[src/rtl/mod_counter_prog.sv]
// Programmable modulo-M up/down counter with load, one-shot stop, registered
// terminal-count pulse and a saturating wrap counter.
module mod_counter_prog #(
  parameter int WIDTH      = 8,
  parameter int WRAP_WIDTH = 8
) (
  input  logic                  Clk_In,
  input  logic                  Reset_In,
  input  logic                  Start_Stopb_In,
  input  logic                  Up_Downb_In,
  input  logic                  One_Shot_In,
  input  logic                  Load_In,
  input  logic [WIDTH-1:0]      Load_Value_In,
  input  logic [WIDTH-1:0]      MOD_Value_In,
  output logic [WIDTH-1:0]      Count_Out,
  output logic                  Terminal_Count_Out,
  output logic [WRAP_WIDTH-1:0] Wrap_Count_Out,
  output logic                  Done_Out,
  output logic                  Busy_Out
);

  typedef enum logic [1:0] {IDLE, RUN, DONE} state_e;

  localparam logic [WIDTH-1:0]      ONE      = {{(WIDTH-1){1'b0}}, 1'b1};
  localparam logic [WRAP_WIDTH-1:0] WRAP_ONE = {{(WRAP_WIDTH-1){1'b0}}, 1'b1};
  localparam logic [WRAP_WIDTH-1:0] WRAP_MAX = {WRAP_WIDTH{1'b1}};

  state_e                state_q, state_d;
  logic [WIDTH-1:0]      count_q, count_d;
  logic [WIDTH-1:0]      mS_q, mS_d;
  logic                  osS_q, osS_d;
  logic                  tc_q, tc_d;
  logic [WRAP_WIDTH-1:0] wrap_q, wrap_d;

  logic [WIDTH-1:0]      stepMax;
  logic [WIDTH-1:0]      newMax;
  logic                  termEvent;

  // M-1 falls out of plain subtraction, so a modulus of 0 yields all-ones (2^WIDTH).
  // In IDLE the shadow is being refreshed on this same edge, so the live input applies.
  always_comb begin
    state_d   = state_q;
    count_d   = count_q;
    mS_d      = mS_q;
    osS_d     = osS_q;
    tc_d      = 1'b0;
    wrap_d    = wrap_q;
    termEvent = 1'b0;
    stepMax   = ((state_q == IDLE) ? MOD_Value_In : mS_q) - ONE;
    newMax    = MOD_Value_In - ONE;

    if (Load_In) begin
      mS_d    = MOD_Value_In;
      osS_d   = One_Shot_In;
      count_d = (Load_Value_In > newMax) ? newMax : Load_Value_In;
      wrap_d  = '0;
      state_d = Start_Stopb_In ? RUN : IDLE;
    end else begin
      if (state_q == IDLE) begin
        mS_d  = MOD_Value_In;
        osS_d = One_Shot_In;
      end

      if (Start_Stopb_In && (state_q != DONE)) begin
        state_d = RUN;
        if (Up_Downb_In) begin
          if (count_q >= stepMax) begin
            count_d   = '0;
            termEvent = 1'b1;
          end else begin
            count_d = count_q + ONE;
          end
        end else begin
          if (count_q == '0) begin
            count_d   = newMax;
            termEvent = 1'b1;
          end else if (count_q > stepMax) begin
            count_d = stepMax;
          end else begin
            count_d = count_q - ONE;
          end
        end
      end else if (!Start_Stopb_In) begin
        state_d = IDLE;
      end

      // The one-shot decision uses the shadow value from before this edge's capture.
      if (termEvent) begin
        tc_d   = 1'b1;
        wrap_d = (wrap_q == WRAP_MAX) ? wrap_q : wrap_q + WRAP_ONE;
        mS_d   = MOD_Value_In;
        osS_d  = One_Shot_In;
        if (osS_q) begin
          state_d = DONE;
        end
      end
    end
  end

  always_ff @(posedge Clk_In) begin
    if (Reset_In) begin
      state_q <= IDLE;
      count_q <= '0;
      mS_q    <= MOD_Value_In;
      osS_q   <= One_Shot_In;
      tc_q    <= 1'b0;
      wrap_q  <= '0;
    end else begin
      state_q <= state_d;
      count_q <= count_d;
      mS_q    <= mS_d;
      osS_q   <= osS_d;
      tc_q    <= tc_d;
      wrap_q  <= wrap_d;
    end
  end

  assign Count_Out          = count_q;
  assign Terminal_Count_Out = tc_q;
  assign Wrap_Count_Out     = wrap_q;
  assign Done_Out           = (state_q == DONE);
  assign Busy_Out           = (state_q == RUN);

endmodule

[config.mk]
export PLATFORM = sky130hd
export DESIGN_NAME = mod_counter_prog
export DESIGN_NICKNAME = d
export VERILOG_FILES = /design/src/rtl/mod_counter_prog.sv
export SDC_FILE = /design/constraint.sdc
export NUM_CORES = 1
export LEC_CHECK = 0
export BUFFER_PORTS_ARGS = -buffer_cell sky130_fd_sc_hd__buf_2
export CORE_MARGIN = 10
export CORE_UTILIZATION = 52
export CTS_CLUSTER_DIAMETER = 80
export DETAILED_ROUTE_END_ITERATION = 12
export PLACE_DENSITY = 0.77
export SLEW_MARGIN = 30
export SYNTH_ARGS = -nofsm -noshare
export SYNTH_HDL_FRONTEND = slang
export SYNTH_SLANG_ARGS = --single-unit
[constraint.sdc]
create_clock -name Clk_In -period 3.93 [get_ports Clk_In]
set_clock_uncertainty 0.1 [all_clocks]
set_input_delay 1.179 -clock Clk_In [delete_from_list [all_inputs] [get_ports Clk_In]]
set_output_delay 1.179 -clock Clk_In [all_outputs]
set_load 0.1 [all_outputs]
Word level (Yosys, flattened, before mapping)
Cells that the tools add are included.

Register bits: 28. Input port bits: 22. Output and inout port bits: 19.

$add $sub $neg: 5. Magnitude comparators: 3. Equality and inequality tests: 4. Mux-type cells: 27. Bitwise operators: 1. Reduce and logical (&&, ||, !) cells: 7.

Operator list (count): 2-to-1 mux 8 bit (11); subtractor 8 x 1 -> 8 bit, second input constant (3); adder 8 x 1 -> 8 bit, second input constant (2); greater-than comparator 8 bit (2); 2-to-1 mux 1 bit (11); 2-to-1 mux 2 bit (5); equality test 8 bit, second input constant (1); greater-or-equal comparator 8 bit (1); zero test 8 bit (1); nonzero test 4 bit (1); equality test 2 x 1 -> 1 bit, second input constant (1); equality test 2 bit, second input constant (1); zero test 2 bit (1); inequality test 2 bit, second input constant (1); AND reduction 2 bit (1); nonzero test 2 bit (1); OR reduction 2 bit (1); logical AND 1 bit (1); NOT 1 bit (1).

Depth between registers and ports, before layout
Depth after elaboration: 11. Depth in mapped cells: 16. Gate-level depth less buffers: 14.

Worst setup path before layout
Ideal clock, no wire load.

Path type: input to register. Start: input port MOD_Value_In[2]. End: register wrap_q[4] (netlist: Wrap_Count_Out[4]). Data arrival time: 3.931 ns. Required time: 3.760 ns. Path slack: -0.171 ns. Cell stages on the path: 13. Cells stage by stage: clkbuf_1 nor3_1 nor3b_1 xor2_1 inv_1 mux2i_1 inv_1 ha_1 nand4_1 a31oi_2 o2111ai_2 or4_1 a21oi_1.

Longest elaborated chain between the ends: 8.

Ends and longest elaborated chain: start, declared (RTL line 14) `input logic [WIDTH-1:0] MOD_Value_In,`; 2-to-1 mux 8 bit; subtractor 8 x 1 -> 8 bit (RTL line 49) `stepMax = ((state_q == IDLE) ? MOD_Value_In : mS_q) - ONE;`; greater-or-equal comparator 8 bit (RTL line 67) `if (count_q >= stepMax) begin`; 2-to-1 mux 1 bit (RTL line 67); 2-to-1 mux 1 bit (RTL line 66) `if (Up_Downb_In) begin`; 2-to-1 mux 1 bit (RTL line 64) `if (Start_Stopb_In && (state_q != DONE)) begin`; 2-to-1 mux 1 bit (RTL line 52) `if (Load_In) begin`; AND reduction 2 bit (no source line); end signal, assigned (RTL line 114) `wrap_q <= wrap_d;`; end, declared (RTL line 33) `logic [WRAP_WIDTH-1:0] wrap_q, wrap_d;`.

No other way between the ends. The select of a mux whose other input is x is not followed. A chain may end at the register's enable or synchronous reset.

Final worst setup path
Start: input port MOD_Value_In[0]. End: register wrap_q[6] (netlist: Wrap_Count_Out[6]).

The elaborated chain is that of the path after synthesis.

==> impl_metrics.env <==
export IMPL_utilization=0.7051
export IMPL_clk_insertion_delay_late_ns=0.28
export IMPL_rsz0062_at_grt="yes"
export IMPL_top_layer_used="met4"
export IMPL_p_leak_nw=1.428
export IMPL_required_ns=4.06
export IMPL_core_um2=4692
export IMPL_cts_sink_count=28
export IMPL_num_vias=2838
export IMPL_cp_arrival_ns=4.12
export IMPL_yosysMostFrequentCell="dfxtp_1"
export IMPL_num_rows=25
export IMPL_total_power_mw=1.117
export IMPL_maxSlewViolCount=0
export IMPL_seq_area_frac_synth=0.2283
export IMPL_netlist_top_cells_area="dfxtp_1 22%, ha_1 11%, xnor2_1 4.6%"
export IMPL_outcome="finished, violations left"
export IMPL_cts_buffer_depth=2
export IMPL_critPathLaunch="MOD_Value_In[0]"
export IMPL_drcViolationCount=0
export IMPL_cts_tree="yes"
export IMPL_min_from="Wrap_Count_Out[4]"
export IMPL_totalWireLength_mm=8.592
export IMPL_synth_edf_count=1
export IMPL_met1Wirelength_mm=3.578
export IMPL_power_frac_clock=0.213
export IMPL_dieArea_um2=7978
export IMPL_power_internal_uw=653.4
export IMPL_drt_pass1_iter_count=5
export IMPL_criticalPathCategory="primary input to register"
export IMPL_fillerInstances=365
export IMPL_finalSetupViolCount=5
export IMPL_syn2layout_area_growth_pct=32.40
export IMPL_track_usage=0.2007
export IMPL_rrSetupSlack_ns=0.09
export IMPL_p_seq_frac=0.311
export IMPL_antenna_found_initial=0
export IMPL_globalRoute_totalOverflow=0
export IMPL_syn_avg_cell_area_um2=8.219
export IMPL_violations="setup timing"
export IMPL_drv_cap=0
export IMPL_postSynth_asyncResetShare=0
export IMPL_ys_flop_type="dfxtp_1"
export IMPL_cpPeakStageDelay_ns=0.41
export IMPL_final_net_count=428
export IMPL_ant_nets=0
export IMPL_grt_max_degree=17
export IMPL_grt_pass1_vias=2709
export IMPL_synth_fp_nets=347
export IMPL_diodes=0
export IMPL_pwr_share_comb=0.476
export IMPL_place_gp_congestion=0.9441
export IMPL_start_util=0.5325
export IMPL_cts_root_buf="clkbuf_8"
export IMPL_htree_num_levels=1
export IMPL_fin_crit_sh=1.017
export IMPL_synth_cells=304
export IMPL_yosysWarnings=0
export IMPL_die_h_um=89.32
export IMPL_yosys_top_cells_count="27 x dfxtp_1, 21 x ha_1, 18 x o21ai_0"
export IMPL_place_inst=425
export IMPL_die_w_um=89.32
export IMPL_post_route_min_period_ns=3.995
export IMPL_relSlewSlack=0.6455
export IMPL_port_buffers=40
export IMPL_sw_frac_of_total=0.4150
export IMPL_r2r_end="Wrap_Count_Out[6]"
export IMPL_cp_slowest_cell="or4_4"
export IMPL_vias_per_cell=6.479
export IMPL_worst_slack_ns=-0.06486
export IMPL_critPathMaxFanout=6
export IMPL_synth_seq_cells=28
export IMPL_route_met3_wl_um=618
export IMPL_p_per_area_nw_per_um2=337.7
export IMPL_crit_top_cell="buf_6"
export IMPL_seq_area_um2=570.5
export IMPL_synth_area_um2=2499
export IMPL_worst_setup_path_end_kind="register"
export IMPL_hold_buffers=0
export IMPL_crit_chain="buf_8, buf_6, nor3_4, nor3b_2, xor2_1, inv_1, mux2i_2, inv_2, ha_4, nand4_1, buf_6, a31oi_4, o2111ai_4, buf_6, or4_4, a21oi_2"
export IMPL_hold_class="register to register"
export IMPL_layout_drive_gt1_share=0.3385
export IMPL_reg2reg_depth=15
export IMPL_fmax_ghz=0.2503
export IMPL_cts_buffers=3
export IMPL_peakVddDrop_mv=0.2044
export IMPL_grt_pass1_wl_mm=12.81
export IMPL_p_sw_uw=463.6
export IMPL_clk_pin_slew_worst_paths_ns=0.11
export IMPL_critical_path_startpoint_type="primary input"
export IMPL_hold_violations=0
export IMPL_wl_per_cell_um=19.62
export IMPL_synth_top_area_frac=0.2163
export IMPL_synth_cell_types=57
export IMPL_multi_input_area_um2=1929
export IMPL_tightest_slew_ns=0.5293
export IMPL_wl_met2_mm=4.021
export IMPL_instances_no_fill=438
export IMPL_critical_path_endpoint="Wrap_Count_Out[6]"
export IMPL_hold_ws_ns=0.4100
export IMPL_yosysTopAreaCell="dfxtp_1"
export IMPL_ios=41
export IMPL_reg2reg_from="state_q[1]"
export IMPL_place_hpwl_mm=6.216
export IMPL_drt_iter0_markers=380
-- state kept, by name, summed over array words and instances (netlist names) --
| signal | count |
|---|---|
| mS_q | 8 |
| osS_q | 1 |
| Terminal_Count_Out | 1 |
| state_q | 2 |
| Wrap_Count_Out | 8 |
| Count_Out | 8 |
-- how the worst min path moves through the flow --
stage | to | slack (ns) | depth (start not counted)
5_1_grt | Wrap_Count_Out[4] | 0.45 | 2
6_report | Wrap_Count_Out[4] | 0.41 | 2
4_1_cts | Wrap_Count_Out[4] | 0.41 | 2
2_1_floorplan | mS_q[7] | 0.38 | 1
3_5_place_dp | Wrap_Count_Out[4] | 0.39 | 2
3_3_place_gp | Wrap_Count_Out[5] | 0.38 | 2
-- power by group through the flow --
| stage | Sequential, mW | Combinational (mW) | Clock [mW] |
|---|---|---|---|
| 4_1_cts | 0.344 | 0.496 | 0.237 |
| 3_5_place_dp | 0.350 | 0.486 | 0 |
| 3_3_place_gp | 0.349 | 0.477 | 0 |
| 6_report | 0.347 | 0.532 | 0.238 |
| 2_1_floorplan | 0.411 | 0.270 | 0 |
| 5_1_grt | 0.350 | 0.565 | 0.249 |
-- kinds of logic (layout without fill, tap and decap cells) --
family / count (synthesis) / in the layout / synth area share
XOR/XNOR: 22 / 22 / 0.07712
adder cells (fa/ha/maj): 21 / 21 / 0.1052
AND/OR/NAND/NOR: 97 / 97 / 0.2203
AO/OA/AOI/OAI: 92 / 92 / 0.2584
multiplexers: 15 / 15 / 0.06360
buffers and inverters: 29 / 109 / 0.04707
flip-flops: 28 / 28 / 0.2283
-- placed cells by master (no fill, tap or decap), types with 3 or more instances in the layout --
cell type / count
a211oi_1: 5
a21oi_1: 14
a221oi_1: 10
and3_1: 4
buf_2: 39
buf_4: 43
buf_6: 5
clkbuf_8: 3
dfxtp_1: 27
ha_1: 19
inv_1: 15
mux2_2: 7
mux2i_1: 6
nand2_1: 13
nand3_1: 14
nand4_1: 7
nor2_1: 15
nor2b_1: 3
nor3_1: 9
o211ai_1: 9
o21a_1: 3
o21ai_0: 18
o21bai_1: 9
o31ai_1: 5
or2_2: 3
or3_1: 3
or4_4: 3
xnor2_1: 13
xor2_1: 9
-- stage by stage --
step	TNS [ns]	setup slack, ns	area [um2]
floorplan	-0.1307	-0.05155	2575
global placement	-3.805	-0.2154	3077
detailed placement	-5.918	-0.3329	3077
CTS	-0.01480	-0.01480	3176
global route	-2.080	-0.1771	3308
finish	-0.1388	-0.06486	3308
-- layout make-up --
cell class | count | share of cell area
Clock buffer | 3 | 0.01248
Inverter | 16 | 0.01815
Clock inverter | 1 | 0.009077
Sequential cell | 28 | 0.1725
Timing Repair Buffer | 89 | 0.1842
Tap cell | 54 | 0.02042
Multi-Input combinational cell | 247 | 0.5832
-- timing repair --
action	CTS	global route
resized for setup	2	20
setup endpoints to repair	9	25
cloned	0	0
pin swaps	2	13
setup buffers	3	6
-- routing by layer --
metal	global-route usage	vias up
li1	-	1322
met4	0.09538	0
met1	0.2443	1315
met5	0	-
met2	0.3347	154
met3	0.03282	47
-- worst max-delay path: cells and delay by family --
| kind | cells | cell delay (ns) |
|---|---|---|
| AND/OR/NAND/NOR | 4 | 0.93 |
| buffers and inverters | 6 | 0.75 |
| AO/OA/AOI/OAI | 3 | 0.52 |
| adder cells (fa/ha/maj) | 1 | 0.27 |
| XOR/XNOR | 1 | 0.24 |
| multiplexers | 1 | 0.23 |
Power figures use the tool's default switching activity.
